[src/rtl/pipe_pkg.sv]
// rtl/pipe_pkg.sv - shared helpers for the pipe_reg register slice
package pipe_pkg;

    function automatic int cnt_w(input int depth);
        return $clog2(depth + 1);
    endfunction

endpackage

`ifndef PIPE_CHECK_DEPTH
`define PIPE_CHECK_DEPTH(d) if ((d) < 1) begin : g_bad_depth $error("pipe_reg: DEPTH must be >= 1"); end
`endif

[src/rtl/pipe_stage.sv]
// rtl/pipe_stage.sv - one valid/data stage of the pipe_reg slice
module pipe_stage #(
    parameter int               WIDTH     = 32,
    parameter logic [WIDTH-1:0] RESET_VAL = '0
) (
    input  logic             clk,
    input  logic             clr,
    input  logic             flush,
    input  logic             up_valid,
    input  logic [WIDTH-1:0] up_data,
    input  logic             dn_ready,
    output logic             v,
    output logic [WIDTH-1:0] d,
    output logic             rdy_out
);

    // An empty stage always accepts, which is what collapses bubbles.
    assign rdy_out = !v | dn_ready;

    always_ff @(posedge clk or posedge clr) begin
        if (clr) begin
            v <= 1'b0;
            d <= RESET_VAL;
        end else if (flush) begin
            v <= 1'b0;
        end else if (rdy_out) begin
            v <= up_valid;
            if (up_valid) begin
                d <= up_data;
            end
        end
    end

endmodule

[src/rtl/pipe_reg.sv]
// rtl/pipe_reg.sv - DEPTH-stage valid/ready register slice with flush and occupancy count
module pipe_reg
    import pipe_pkg::*;
#(
    parameter int               WIDTH     = 32,
    parameter int               DEPTH     = 2,
    parameter logic [WIDTH-1:0] RESET_VAL = '0
) (
    input  logic                      clk,
    input  logic                      clr,
    input  logic                      flush,
    input  logic                      in_valid,
    output logic                      in_ready,
    input  logic [WIDTH-1:0]          in_data,
    output logic                      out_valid,
    input  logic                      out_ready,
    output logic [WIDTH-1:0]          out_data,
    output logic [cnt_w(DEPTH)-1:0]   count
);

    localparam int CW = cnt_w(DEPTH);

    `PIPE_CHECK_DEPTH(DEPTH)

    // Per-stage nets live inside each generate block so the ready chain
    // is a series of distinct signals rather than one self-referencing vector.
    for (genvar i = 0; i < DEPTH; i++) begin : g_stage
        logic             up_v;
        logic [WIDTH-1:0] up_d;
        logic             dn;
        logic             v;
        logic [WIDTH-1:0] d;
        logic             rdy;

        if (i == 0) begin : g_first
            assign up_v = in_valid;
            assign up_d = in_data;
        end else begin : g_rest
            assign up_v = g_stage[i-1].v;
            assign up_d = g_stage[i-1].d;
        end

        if (i == DEPTH - 1) begin : g_last
            assign dn = out_ready;
        end else begin : g_mid
            assign dn = g_stage[i+1].rdy;
        end

        pipe_stage #(
            .WIDTH     (WIDTH),
            .RESET_VAL (RESET_VAL)
        ) u_stage (
            .clk      (clk),
            .clr      (clr),
            .flush    (flush),
            .up_valid (up_v),
            .up_data  (up_d),
            .dn_ready (dn),
            .v        (v),
            .d        (d),
            .rdy_out  (rdy)
        );
    end

    assign in_ready  = g_stage[0].rdy & !flush;
    assign out_valid = g_stage[DEPTH-1].v;
    assign out_data  = g_stage[DEPTH-1].d;

    logic xfer_in;
    logic xfer_out;

    assign xfer_in  = in_valid & in_ready;
    assign xfer_out = out_valid & out_ready;

    always_ff @(posedge clk or posedge clr) begin
        if (clr) begin
            count <= '0;
        end else if (flush) begin
            count <= '0;
        end else if (xfer_in && !xfer_out) begin
            count <= count + CW'(1);
        end else if (xfer_out && !xfer_in) begin
            count <= count - CW'(1);
        end
    end

endmodule

[config.mk]
export PLATFORM = sky130hd
export DESIGN_NAME = pipe_reg
export DESIGN_NICKNAME = d
export VERILOG_FILES = /design/src/rtl/pipe_pkg.sv /design/src/rtl/pipe_stage.sv /design/src/rtl/pipe_reg.sv
export SDC_FILE = /design/constraint.sdc
export NUM_CORES = 1
export LEC_CHECK = 0
export CAP_MARGIN = 10
export CORE_ASPECT_RATIO = 0.6
export CORE_MARGIN = 3
export CORE_UTILIZATION = 48
export DETAILED_ROUTE_END_ITERATION = 10
export PLACE_DENSITY = 0.79
export SLEW_MARGIN = 20
export SYNTH_ARGS = -nofsm -noshare
export SYNTH_HDL_FRONTEND = slang
export SYNTH_SLANG_ARGS = --single-unit
[constraint.sdc]
create_clock -name clk -period 2.2 [get_ports clk]
set_input_delay 0.22 -clock clk [delete_from_list [all_inputs] [get_ports clk]]
set_output_delay 0.22 -clock clk [all_outputs]
set_load 0.02 [all_outputs]
# Word level (Yosys, flattened, before mapping)
# Index checks and enable logic that the tools add are counted.
dict set report op_classes {
  addsub 2
  muxes 7
  n_bitwise 6
  reduce_logical 12
}
# cell n
set ops {}
lappend ops {{$mux 2} 3}
lappend ops {{$reduce_and 3->1} 2}
lappend ops {{$logic_not 1->1} 5}
lappend ops {{$mux 1} 4}
lappend ops {{$reduce_bool 2->1} 2}
lappend ops {{$and 1x1->1} 3}
lappend ops {{$reduce_bool 3->1} 1}
lappend ops {{$add 2x1->2 const B} 1}
lappend ops {{$logic_and 1x1->1} 2}
lappend ops {{$or 1x1->1} 2}
lappend ops {{$sub 2x1->2 const B} 1}
lappend ops {{$not 1->1} 1}
dict set report totals {
  reg_bits 68
  in_bits 37
}

# Depth between registers and ports, before layout
dict set report logic_depth {
  word_depth 10
  depth_mapped 5
  depth_no_buf 3
}

# Cells and area by module
# From an unflattened synthesis, not the netlist that was laid out.
dict set report hier_totals {
  cells_unflattened 167
  hier_area_um2 2700.1
}
# mod instances cells_each area_per_inst_um2 seq_area_each_um2
set modules_own_cells {}
lappend modules_own_cells {pipe_stage 2 74 1267.5 825.8}
lappend modules_own_cells {pipe_reg 1 19 165.2 50.0}

# Least setup slack after synthesis
# OpenSTA, ideal clock, no wires.
dict set report synth_timing {
  path_type {register to register}
  from {reg g_stage[1].u_stage.v}
  to {reg g_stage[0].u_stage.d[0]}
  t_arrival_ns 1.603
  required_ns 2.075
  setup_slack_ns 0.472
  path_stages_with_launch 6
  period_less_slack_ns 1.728
  cell_sequence {dfrtp_1 -> and3b_1 -> or3b_1 -> buf_6 -> buf_12 -> mux2_4}
}
dict set report synth_between {
  elab_chain_len 4
}
# element line_no
set synth_rtl {}
lappend synth_rtl {{start: declaration} pipe_stage.sv:12} ;# output logic v,
lappend synth_rtl {{start signal: assignment} pipe_stage.sv:27} ;# v <= up_valid;
lappend synth_rtl {{$logic_not 1->1} pipe_stage.sv:18} ;# assign rdy_out = !v | dn_ready;
lappend synth_rtl {{$or 1x1->1 (2 in a row)} pipe_stage.sv:18}
lappend synth_rtl {{$reduce_and 3->1 (no source line)} --}
lappend synth_rtl {{end signal: assignment} pipe_stage.sv:29} ;# d <= up_data;
lappend synth_rtl {{end: declaration} pipe_stage.sv:13} ;# output logic [WIDTH-1:0] d,
# Every way passes these cells.
# A chain may end at the register's enable or synchronous reset.

# Worst setup path after layout
dict set report layout_timing {
  from {in out_ready}
  to {out in_ready}
}
dict set report layout_between {
  elab_chain_len 3
}
# element line_no
set layout_rtl {}
lappend layout_rtl {{start: declaration} pipe_reg.sv:16} ;# input logic out_ready,
lappend layout_rtl {{$or 1x1->1 (2 in a row)} pipe_stage.sv:18}
lappend layout_rtl {{$and 1x1->1} pipe_reg.sv:65} ;# assign in_ready = g_stage[0].rdy & !flush;
lappend layout_rtl {{end: declaration} pipe_reg.sv:13} ;# output logic in_ready,
# Every way passes these cells.

==> impl_metrics.ini <==
[worst_setup_path]
cpMaxStageDelayCell = clkdlybuf4s50_1
path_class = in -> out
cp-end-kind = output pin
worstSetupStartpointType = input port
cp.required_ns = 1.98
slowest_delay_ns = 0.64
crit_path_max_fanout = 5
path_cells = clkdlybuf4s50_1 > and3b_1 > nor2_1 > clkdlybuf4s50_1
r2r_slack_ns = 0.41
cp.arrival_ns = 1.73
cp_common_cell = clkdlybuf4s50_1

[power]
power_mw = 3.94
p_per_area_nw_per_um2 = 1040
p_leak_nw = 1.72
ir_worst_vdd_v = 0.000547

[timing]
period_needed_ns = 1.95
slew_viol_final = 0
max_clock_freq_mhz = 514
fin_crit_sh_pct = 88.4
finalHoldViolations = 0
rsz0062_at_grt = false
setup_violations = 0
relSlewSlack_pct = 69.7
finalClockSkew_ns = 0.00900
tightestPinTransition_ns = 0.454
timing.setup.tns_ns = 0

[cells_and_area]
final_net_count = 279
syn_to_final_growth_pct = 37.6
num-fill-cells = 374
drive_gt1_share_pct = 35.6
final_area_um2 = 3790
diodes = 0

[yosys]
syn_inst = 161
post-synth-top-count-cell = dfrtp_1
synth_area_um2 = 2760
synth_top_area_share_pct = 61.7
yosys_warnings = 0
synth_top_family_by_area = multiplexers
synth_xor_area_share_pct = 0
synth_area_leaders = dfrtp_1 62%, mux2_4 16%, mux2_2 15%, buf_12 2.2%, nor2_1 0.68%
synth.top_cells.by_count = 68 x dfrtp_1, 36 x mux2_2, 30 x mux2_4
syn_area_per_cell_um2 = 17.1
syn-num-nets = 198
seq_area_frac_synth_pct = 61.7
synth_simple_gate_area_share_pct = 2.95
synth_edf_count = 0
synth_compound_gate_area_share_pct = 0.771
synth_cell_types = 18
synthMuxAreaShare_pct = 31.0
synth_top_area_cell = dfrtp_1
synth-seq-cells = 68
synth-main-ff-cell = dfrtp_1
synth-adder-area-share_pct = 0
synthArstFlopShare_pct = 100

[floorplanning]
dieArea_um2 = 6720
fp.dieW_um = 104
coreArea_um2 = 5310
initial_core_util_pct = 52.0
dieHeight_um = 64.7
num_rows = 20
ios = 73

[worst_hold_path]
hp-class = in -> async

[clock_network]
cts_sinks = 68
cts.repair.resized = 0
cts_tree = built
worstSkewPairLatency_ns = 0.33
clockBufferDepth = 2
cts_max_level = 3
cts_hold_buf = 0
cts-root-buf = clkbuf_8
path_clk_slew_ns = 0.07
postCtsSetupBuffers = 0
cts_buffers = 9

[detailed_routing]
viasPerCell = 4.76
drt_iter0_markers = 26
num_vias = 1543
route.detailed.drc = 0
wirelength_um = 5340
drtPass1Iterations = 3
avgRoutedWirePerCell_um = 16.5
ant_nets = 0

[status]
status = finished, final reports clean

[grt]
grt_max_degree = 33
grt-ovfl-total = 0
antenna_found_initial = 0
grt_pass1_wl_um = 9030
groute.usage.overall_pct = 17.6
grt_pass1_vias = 1713

[place]
port_buffers = 72
gp_congestion = 0.799
place_area_um2 = 3570

[job]
drv_cap = 0
[layer usage]
metal	share of wire, %	vias to the layer above	track usage (%)	wire length [µm]
met5	0	-	0	0
met4	0	0	3.48	0
met3	7.3	0	7.86	391
met2	45	50	26.6	2400
met1	48	770	23.6	2550
li1	-	723	-	-
[cell families (layout without fill, tap and decap cells)]
family,after synthesis,count (layout)
AND/OR/NAND/NOR,13,13
flip-flops,68,68
multiplexers,66,66
buffers and inverters,10,96
AO/OA/AOI/OAI,4,4
[worst max-delay path: cells and delay by family]
family,cells,cell delay [ns]
buffers and inverters,2,1.16
and+or+nand+nor,2,0.35
[area by class of cell]
type                            count  area [µm²]  area share [%]
Clock buffer                       13         159            4.19
Clock inverter                      3        68.8            1.81
Inverter                            2        7.51           0.198
Multi-Input combinational cell     83         958            25.3
Sequential cell                    68        1700            44.8
Tap cell                           77        96.3            2.54
Timing Repair Buffer               78         803            21.2
[worst paths after layout]
kind | start | cells past startpoint | endpoint
worst max register to register | g_stage[0].u_stage.v$_DFFE_PP0P_ | 4 | g_stage[0].u_stage.d[22]$_DFFE_PP0P_
min in group clk | in_data[5] | 2 | g_stage[0].u_stage.d[5]$_DFFE_PP0P_
max in group asynchronous | clr | 3 | g_stage[1].u_stage.d[13]$_DFFE_PP0P_
worst min-delay path | clr | 2 | g_stage[0].u_stage.v$_DFFE_PP0P_
worst min register to register | g_stage[1].u_stage.d[24]$_DFFE_PP0P_ | 1 | g_stage[1].u_stage.d[24]$_DFFE_PP0P_
worst max-delay path | out_ready | 4 | in_ready
[metrics by stage]
| step | setup WS [ns] | hold WS (ns) | util, % | std cells |
|---|---|---|---|---|
| global route | 0.184 | 0.230 | 71.5 | 324 |
| CTS | 0.254 | 0.218 | 71.5 | 324 |
| global placement | 0.136 | 0.480 | 67.2 | 308 |
| floorplan | 0.268 | 0.350 | - | 161 |
| finish | 0.255 | 0.216 | 71.5 | 324 |
| detailed placement | 0.0718 | 0.492 | 67.2 | 308 |
[registers in the layout, summed over array words and instances, names as in the netlist]
register	cells
count	2
g_stage.u_stage.v	2
g_stage.u_stage.d	64
[cells in the final DEF, fill, tap and decap left out, drive strengths merged]
master         count
o21ai              1
nand2b             1
bufinv             2
clkdlybuf4s50     72
clkbuf            13
mux2              66
nor2b              2
a21oi              2
nor2               5
dfrtp             68
and3b              2
a31oi              1
or3b               1
buf                6
clkinv             1
nor4bb             1
nand3b             1
inv                2
[report_power, final]
part	switching, mW	leakage (nW)	internal, mW
registers	0.157	0.810	1.53
logic	0.463	0.799	0.651
clock network	0.435	0.114	0.704
total	1.06	1.72	2.88
Note: power is estimated with default switching activity, not from simulation.
